[src/rtl/sprite_palette_encoder.sv]
// Sprite palette encoder: maps RGB888 pixels onto a fixed 8-entry palette and
// streams the 4-bit indices into sprite memory at consecutive, wrapping addresses.
module sprite_palette_encoder #(
  parameter int DEPTH  = 3648,
  parameter int ADDR_W = 14
) (
  input  logic              Clk,
  input  logic              Reset_n,
  input  logic              start,
  input  logic [ADDR_W-1:0] base_address,
  input  logic [ADDR_W-1:0] length,
  input  logic [23:0]       pixel_in,
  input  logic              pixel_valid,
  output logic              pixel_ready,
  output logic              wr_en,
  output logic [ADDR_W-1:0] wr_address,
  output logic [3:0]        wr_data,
  output logic              busy,
  output logic              done,
  output logic [7:0]        miss_count
);

  localparam logic [ADDR_W-1:0] DEPTH_W   = ADDR_W'(DEPTH);
  localparam logic [ADDR_W-1:0] LAST_ADDR = ADDR_W'(DEPTH - 1);

  typedef enum logic [1:0] {
    IDLE = 2'd0,
    RUN  = 2'd1,
    DONE = 2'd2
  } state_t;

  state_t            state, state_nxt;
  logic [ADDR_W-1:0] cur_addr;
  logic [ADDR_W-1:0] job_len;
  logic [ADDR_W-1:0] count;
  logic [ADDR_W-1:0] count_nxt;
  logic [3:0]        index;
  logic              hit;
  logic              accept;
  logic              start_ok;

  assign start_ok    = (state == IDLE) && start;
  assign pixel_ready = (state == RUN) && (count < job_len);
  assign accept      = pixel_valid && pixel_ready;
  assign count_nxt   = count + 1'b1;
  assign busy        = (state == RUN);
  assign done        = (state == DONE);

  // Exact-match palette lookup; anything else falls back to index 0.
  always_comb begin
    index = 4'd0;
    hit   = 1'b1;
    case (pixel_in)
      24'hFFFFFF: index = 4'd0;
      24'h184110: index = 4'd1;
      24'h60A639: index = 4'd2;
      24'h97C93D: index = 4'd3;
      24'h8FC33C: index = 4'd4;
      24'h49007E: index = 4'd5;
      24'hCDA02B: index = 4'd6;
      24'h7E5125: index = 4'd7;
      default: begin
        index = 4'd0;
        hit   = 1'b0;
      end
    endcase
  end

  // State register.
  always_ff @(posedge Clk or negedge Reset_n) begin
    if (!Reset_n) state <= IDLE;
    else          state <= state_nxt;
  end

  // Next-state logic; done lasts exactly the single DONE cycle.
  always_comb begin
    state_nxt = state;
    case (state)
      IDLE: if (start) state_nxt = (length == '0) ? DONE : RUN;
      RUN:  if (accept && (count_nxt == job_len)) state_nxt = DONE;
      DONE: state_nxt = IDLE;
      default: state_nxt = IDLE;
    endcase
  end

  // Job bookkeeping and the registered one-cycle-latency write port.
  always_ff @(posedge Clk or negedge Reset_n) begin
    if (!Reset_n) begin
      cur_addr   <= '0;
      job_len    <= '0;
      count      <= '0;
      miss_count <= '0;
      wr_en      <= 1'b0;
      wr_address <= '0;
      wr_data    <= '0;
    end else begin
      wr_en <= accept;
      if (start_ok) begin
        cur_addr   <= ADDR_W'(base_address % DEPTH_W);
        job_len    <= (length > DEPTH_W) ? DEPTH_W : length;
        count      <= '0;
        miss_count <= '0;
      end
      if (accept) begin
        wr_address <= cur_addr;
        wr_data    <= index;
        // Wrap at the memory depth rather than at the address-width boundary.
        cur_addr   <= (cur_addr == LAST_ADDR) ? '0 : cur_addr + 1'b1;
        count      <= count_nxt;
        if (!hit && (miss_count != 8'hFF)) miss_count <= miss_count + 8'd1;
      end
    end
  end

endmodule

[config.mk]
export PLATFORM = sky130hd
export DESIGN_NAME = sprite_palette_encoder
export DESIGN_NICKNAME = d
export VERILOG_FILES = /design/src/rtl/sprite_palette_encoder.sv
export SDC_FILE = /design/constraint.sdc
export NUM_CORES = 1
export LEC_CHECK = 0
export BUFFER_PORTS_ARGS = -buffer_cell sky130_fd_sc_hd__buf_4
export CAP_MARGIN = 15
export CORE_MARGIN = 5
export CORE_UTILIZATION = 42
export DETAILED_ROUTE_END_ITERATION = 12
export GPL_TIMING_DRIVEN = 0
export MAX_ROUTING_LAYER = met4
export PLACE_DENSITY_LB_ADDON = 0.1
export SETUP_SLACK_MARGIN = 0.1
export SKIP_LAST_GASP = 1
export SLEW_MARGIN = 15
export SYNTH_ARGS = -nofsm -noshare
export SYNTH_HDL_FRONTEND = slang
export SYNTH_SLANG_ARGS = --single-unit
[constraint.sdc]
create_clock -name Clk -period 3 [get_ports Clk]
set_clock_uncertainty 0.2 [all_clocks]
set_input_delay 0.6 -clock Clk [delete_from_list [all_inputs] [get_ports Clk]]
set_output_delay 0.6 -clock Clk [all_outputs]
set_load 0.05 [all_outputs]
==> flow_metrics.env, run 1 <==
export IMPL_n_fill_cell=1096
export IMPL_ir_worst_vdd_mv=0.372
export IMPL_arrival_ns=2.18
export IMPL_seqPwrFrac=0.369
export IMPL_powerDensity_nw_per_um2=587
export IMPL_cts_made_buffers=9
export IMPL_internal_power_mw=2.21
export IMPL_endpoint_kind="primary output"
export IMPL_die_area_sq_um=13700
export IMPL_ys_seq_area_frac=0.363
export IMPL_clk_pin_slew_ns=0.06
export IMPL_ys_flop_type="dfrtp_1"
export IMPL_top_usage_layer="met2"
export IMPL_drt_wl_total_mm=13.8
export IMPL_max_freq_mhz=336
export IMPL_ant_nets=0
export IMPL_hold_path_class="in2async"
export IMPL_period_minus_slack_ns=2.98
export IMPL_n_antenna_cell=0
export IMPL_syn_inst=555
export IMPL_yosys_area_top_type_share=0.363
export IMPL_initial_core_util=0.426
export IMPL_postSynthAreaPerCell_sq_um=8.69
export IMPL_synth_distinct_cells=68
export IMPL_drtIter0Drc=315
export IMPL_vias=4694
export IMPL_areaGrowthSynthToFinish_pct=26.1
export IMPL_post_place_ws_ns=-0.282
export IMPL_path_class="reg2out"
export IMPL_p_sw_frac=0.381
export IMPL_async_flop_share=1.00
export IMPL_p_leak_nw=2.76
export IMPL_grt_max_degree=71
export IMPL_status="finished clean"
export IMPL_cts_max_level=3
export IMPL_place_detailed_hpwl_mm=10.4
export IMPL_relSlewSlack=0.392
export IMPL_die_y_microns=117
export IMPL_cts_tree="yes"
export IMPL_ios=86
export IMPL_setup_viol_count_final=0
export IMPL_grt_util_met2=0.318
export IMPL_clock_sinks=70
export IMPL_p_total_mw=3.57
export IMPL_fp_coreArea_sq_um=11300
export IMPL_nets=728
export IMPL_port_buffers=82
export IMPL_clock_path_buffers=2
export IMPL_fin_crit_sh=0.993
export IMPL_worstPathCellList="ha_4 > nor2b_4 > o211a_1 > o211ai_1 > nor4b_2 > buf_4"
export IMPL_track_usage=0.210
export IMPL_power_switching_mw=1.36
export IMPL_worstPathRequired_ns=2.20
export IMPL_power_share_clock=0.273
export IMPL_finalMaxSlewViolations=0
export IMPL_p_comb_frac=0.357
export IMPL_clk_insertion_delay_late_ns=0.34
export IMPL_hold_viol=0
export IMPL_cpPeakStageDelay_ns=0.44
export IMPL_grt_pass1_vias=4350
export IMPL_cts_root_buf="clkbuf_16"
export IMPL_synthesis_area_sq_um=4820
export IMPL_yosys_area_top_type="dfrtp_1"
export IMPL_drt_first_pass_iters=5
export IMPL_yosysWarnings=0
export IMPL_synth_seq_cells=70
export IMPL_synth_edf_count=0
export IMPL_dieWidth_microns=117
export IMPL_timing_max_cap_violations=0
export IMPL_syn_num_nets=628
export IMPL_rsz0062_at_grt="yes"
export IMPL_setup_slack_ns=0.0204
export IMPL_worst_pin_slew_ns=0.911
export IMPL_rows=39
export IMPL_viasPerCell=5.85
export IMPL_antenna_found_initial=0
export IMPL_grt_overflow=0
export IMPL_grt_util_met1=0.287
export IMPL_drive_above_1_share=0.252
export IMPL_grt_util_met3=0.0411
export IMPL_crit_fanout=3
export IMPL_startpoint_type="register"
export IMPL_synth_area_leaders="dfrtp_1 (36%), o21ai_0 (4.7%), ha_1 (4.4%)"
export IMPL_crit_slowest_cell="dfrtp_2"
export IMPL_grt_pass1_wl_mm=22.0
export IMPL_drc=0
export IMPL_gp_congestion=0.861
export IMPL_wl_per_cell_microns=17.2
[area by class of cell]
type	instances	area, sq um	share of cell area
buffer	26	139	0.0228
inverter	22	85.1	0.0140
tap	143	179	0.0294
clock inverter	5	36.3	0.00597
multi-input combinational	437	2980	0.490
clock buffer	10	239	0.0393
sequential	70	1760	0.289
timing repair buffer	89	668	0.110
[layer usage]
| layer | share of wire | vias to the layer above |
|---|---|---|
| met5 | 0 | - |
| met4 | 0.015 | 0 |
| met3 | 0.056 | 21 |
| met2 | 0.47 | 135 |
| met1 | 0.46 | 2266 |
| li1 | - | 2272 |
[layout by cell type (no fill, tap or decap), types with 9 or more instances in the layout]
| cell type | count |
|---|---|
| clkbuf_1 | 13 |
| dfrtp_1 | 67 |
| mux2_2 | 16 |
| inv_1 | 20 |
| buf_4 | 91 |
| o31ai_1 | 11 |
| clkbuf_16 | 9 |
| a21oi_1 | 21 |
| nand4_1 | 15 |
| and3_1 | 17 |
| nor3_1 | 19 |
| nand3_1 | 26 |
| xnor2_1 | 15 |
| nand2_1 | 46 |
| ha_1 | 16 |
| and2_1 | 10 |
| o21ai_0 | 43 |
| nor2_1 | 38 |
[power groups by stage]
stage          sequential (mW)  combinational (mW)  clock, mW
2_1_floorplan             1.56               0.541          0
3_3_place_gp              1.32                1.19          0
3_5_place_dp              1.32                1.20          0
4_1_cts                   1.31                1.22       1.00
5_1_grt                   1.35                1.39       1.05
6_report                  1.32                1.28      0.975
[registers in the layout (all words and copies together), names as in the netlist]
register / count
wr_address: 14
miss_count: 8
cur_addr: 14
wr_en: 1
count: 14
wr_data: 3
job_len: 14
state: 2
[cells by family (layout without fill, tap and decap cells)]
group,Yosys count,after routing,share of synthesized area
DFF,70,70,0.363
buffers and inverters,48,152,0.0389
adders and majority gates,17,17,0.0441
other,1,1,0.000777
and+or+nand+nor,245,245,0.285
AOI/OAI and AO/OA,130,130,0.178
muxes,24,24,0.0540
xor gates and xnor gates,20,20,0.0363
[what timing repair did]
| item | in CTS | in global routing |
|---|---|---|
| pin swaps | 2 | 5 |
| resized for setup | 9 | 41 |
| endpoints found under the setup margin | 53 | 50 |
| endpoints found under the hold margin | 0 | 0 |
| buffers inserted | 3 | 4 |
| hold buffers | 0 | 0 |
[worst max-delay path, delay by kind of cell (launching register included)]
kind / cells / cell delay [ns]
AOI/OAI and AO/OA: 2 / 0.55
adders and majority gates: 1 / 0.24
buffers and inverters: 1 / 0.24
DFF: 1 / 0.44
and+or+nand+nor: 2 / 0.38
[cells in the mapped netlist (4+ instances only)]
master	number
nor4_1	8
a21oi_1	21
dfrtp_1	70
nand4_1	15
xnor2_1	15
o22ai_1	5
nor3_1	20
nand2b_1	6
a221o_1	4
o211ai_1	6
and2_1	10
inv_1	22
or4_1	9
a31oi_1	5
nor3b_1	7
ha_1	17
o31ai_1	11
mux2_2	16
xor2_1	5
nor2b_1	8
nand3b_1	5
clkbuf_1	19
nor4b_1	5
mux2i_1	8
and3_1	17
nand3_1	27
nand2_1	47
nor2_1	40
o21ai_0	45
[metrics by stage]
stage / utilization / std cells / hold WS, ns / setup TNS, ns / cell area [sq um]
6_report: 0.537 / 802 / 0.190 / 0 / 6080
5_1_grt: 0.537 / 802 / 0.255 / -0.0799 / 6080
4_1_cts: 0.524 / 798 / 0.218 / 0 / 5930
3_5_place_dp: 0.497 / 780 / 0.290 / -6.69 / 5620
3_3_place_gp: 0.497 / 780 / 0.283 / -5.25 / 5620
2_1_floorplan: - / 555 / 0.104 / 0 / 4830
[path summary, 6_finish.rpt]
kind                          startpoint       endpoint  slack (ns)  depth (start not counted)
min in group Clk               length[2]     job_len[2]        0.28                          3
max                             count[1]    pixel_ready        0.02                          6
max in group asynchronous        Reset_n      count[11]        1.76                          1
max reg2reg                     count[6]       state[0]        0.21                          8
min reg2reg                miss_count[4]  miss_count[4]        0.30                          1
min                              Reset_n  miss_count[7]        0.19                          1
(Power assumes the default switching activity.)
==> run 2, diff against run 1 <==
BUFFER_PORTS_ARGS = unset   (was -buffer_cell sky130_fd_sc_hd__buf_4)
DONT_BUFFER_PORTS = 1   (was unset)
==> flow_metrics.env, run 2 (synthesized netlist as in run 1, its figures left out) <==
export IMPL_die_area_sq_um=13700
export IMPL_initial_core_util=0.426
export IMPL_drive_above_1_share=0.146
export IMPL_clock_path_buffers=2
export IMPL_stdcell_area_sq_um=5570
export IMPL_cpPeakStageDelay_ns=0.62
export IMPL_cts_max_level=3
export IMPL_dieWidth_microns=117
export IMPL_wl_per_cell_microns=18.5
export IMPL_ir_worst_vdd_mv=0.393
export IMPL_port_buffers=0
export IMPL_antenna_found_initial=0
export IMPL_worst_pin_slew_ns=0.948
export IMPL_n_antenna_cell=0
export IMPL_p_leak_nw=2.42
export IMPL_min_from="length[5]"
export IMPL_finalMaxSlewViolations=0
export IMPL_gp_congestion=0.899
export IMPL_rows=39
export IMPL_relSlewSlack=0.367
export IMPL_cts_made_buffers=9
export IMPL_period_minus_slack_ns=3.09
export IMPL_ios=86
export IMPL_nets=651
export IMPL_ant_nets=0
export IMPL_drt_first_pass_iters=4
export IMPL_clk_pin_slew_ns=0.06
export IMPL_hold_viol=0
export IMPL_track_usage=0.211
export IMPL_r2r_slack_ns=0.18
export IMPL_grt_overflow=0
export IMPL_cts_root_buf="clkbuf_16"
export IMPL_viasPerCell=5.96
export IMPL_hold_depth=2
export IMPL_grt_max_degree=71
export IMPL_grt_pass1_wl_mm=22.0
export IMPL_crit_slowest_cell="nor4b_4"
export IMPL_setup_viol_count_final=1
export IMPL_fp_coreArea_sq_um=11300
export IMPL_layout_common_cells="dfrtp_1 (68), nand2_1 (46), o21ai_0 (43)"
export IMPL_hold_worst_slack_ns=0.187
export IMPL_drc=0
export IMPL_endpoint_kind="primary output"
export IMPL_worstPathRequired_ns=2.20
export IMPL_arrival_ns=2.29
export IMPL_r2r_cells=8
export IMPL_crit_fanout=2
export IMPL_p_total_mw=3.54
export IMPL_grt_pass1_vias=4218
export IMPL_min_to="job_len[5]"
export IMPL_drt_wl_total_mm=13.5
export IMPL_powerDensity_nw_per_um2=636
export IMPL_fin_crit_sh=1.03
export IMPL_startpoint_type="register"
export IMPL_setup_slack_ns=-0.0940
export IMPL_cts_tree="yes"
export IMPL_rsz0062_at_grt="yes"
export IMPL_final_common_cell="dfrtp_1"
export IMPL_place_detailed_hpwl_mm=10.1
export IMPL_timing_max_cap_violations=0
export IMPL_hold_path_class="in2reg"
export IMPL_areaGrowthSynthToFinish_pct=15.6
export IMPL_die_y_microns=117
export IMPL_max_freq_mhz=323
export IMPL_path_class="reg2out"
export IMPL_status="finished, violations left"
export IMPL_vias=4329
export IMPL_place_area_sq_um=5010
export IMPL_rr_startpoint="count[1]"
export IMPL_worstReg2RegEnd="state[0]"
export IMPL_worstPathCellList="inv_2 > ha_4 > nor2b_4 > o211a_1 > o211ai_1 > buf_4 > nor4b_4"
export IMPL_drtIter0Drc=289
export IMPL_clock_sinks=70
export IMPL_clk_insertion_delay_late_ns=0.33
export IMPL_setup_tns_ns=-0.0940
export IMPL_violations="negative setup slack"
[run 2: changes by cell type in the layout (fill, tap and decap cells not counted), sizes merged]
cell / delta
clkinvlp: -2
buf: -77
bufinv: +2
dlygate4sd3: +1
[run 2: where the power goes]
part           internal [mW]  switching [mW]
clock                  0.772           0.392
sequential              1.12           0.499
combinational          0.360           0.402
[run 2: worst max-delay path by stage]
stage	cells past startpoint	to	from	slack, ns
floorplan	5	pixel_ready	count[1]	0.10
global placement	9	wr_data[2]	job_len[1]	-0.29
detailed placement	9	wr_data[2]	job_len[1]	-0.29
CTS	7	pixel_ready	job_len[1]	-0.10
global route	7	pixel_ready	job_len[1]	-0.18
finish	7	pixel_ready	job_len[1]	-0.09
[run 2: repair_timing]
item | CTS | global route
hold endpoints to repair | 70 | 0
gates resized for setup | 9 | 41
buffers inserted | 5 | 5
setup endpoints to repair | 55 | 45
hold buffers | 2 | 0
pin swaps | 1 | 6
[run 2: worst max-delay path: cells and delay by family, from the launching register on]
family	cells	cell delay, ns
buf+inv	2	0.25
flops	1	0.40
fa+ha+maj	1	0.19
simple gates	2	0.73
compound gates	2	0.39
[run 2: metrics by stage]
stage	worst slack (ns)	util	std cells
final	-0.0940	0.492	726
after global routing	-0.183	0.492	726
after CTS	-0.103	0.480	721
after detailed placement	-0.293	0.442	698
after global placement	-0.286	0.442	698
after floorplan	0.102	-	555
[run 2: cell type report]
class / instances / area [sq um]
clock buffers: 11 / 253
plain buffers: 26 / 145
clock inverters: 5 / 81.3
repair buffers: 12 / 113
flip-flops and latches: 70 / 1750
fillers: 1090 / 5750
multi-input cells: 437 / 2970
inverters: 22 / 82.6
well taps: 143 / 179
[run 2: per-layer routing]
layer | GRT usage | vias up | routed length [microns]
li1 | - | 2114 | -
met3 | 0.0638 | 13 | 946
met1 | 0.282 | 2087 | 6050
met5 | - | - | 0
met2 | 0.314 | 115 | 6300
met4 | 0.0520 | 0 | 161
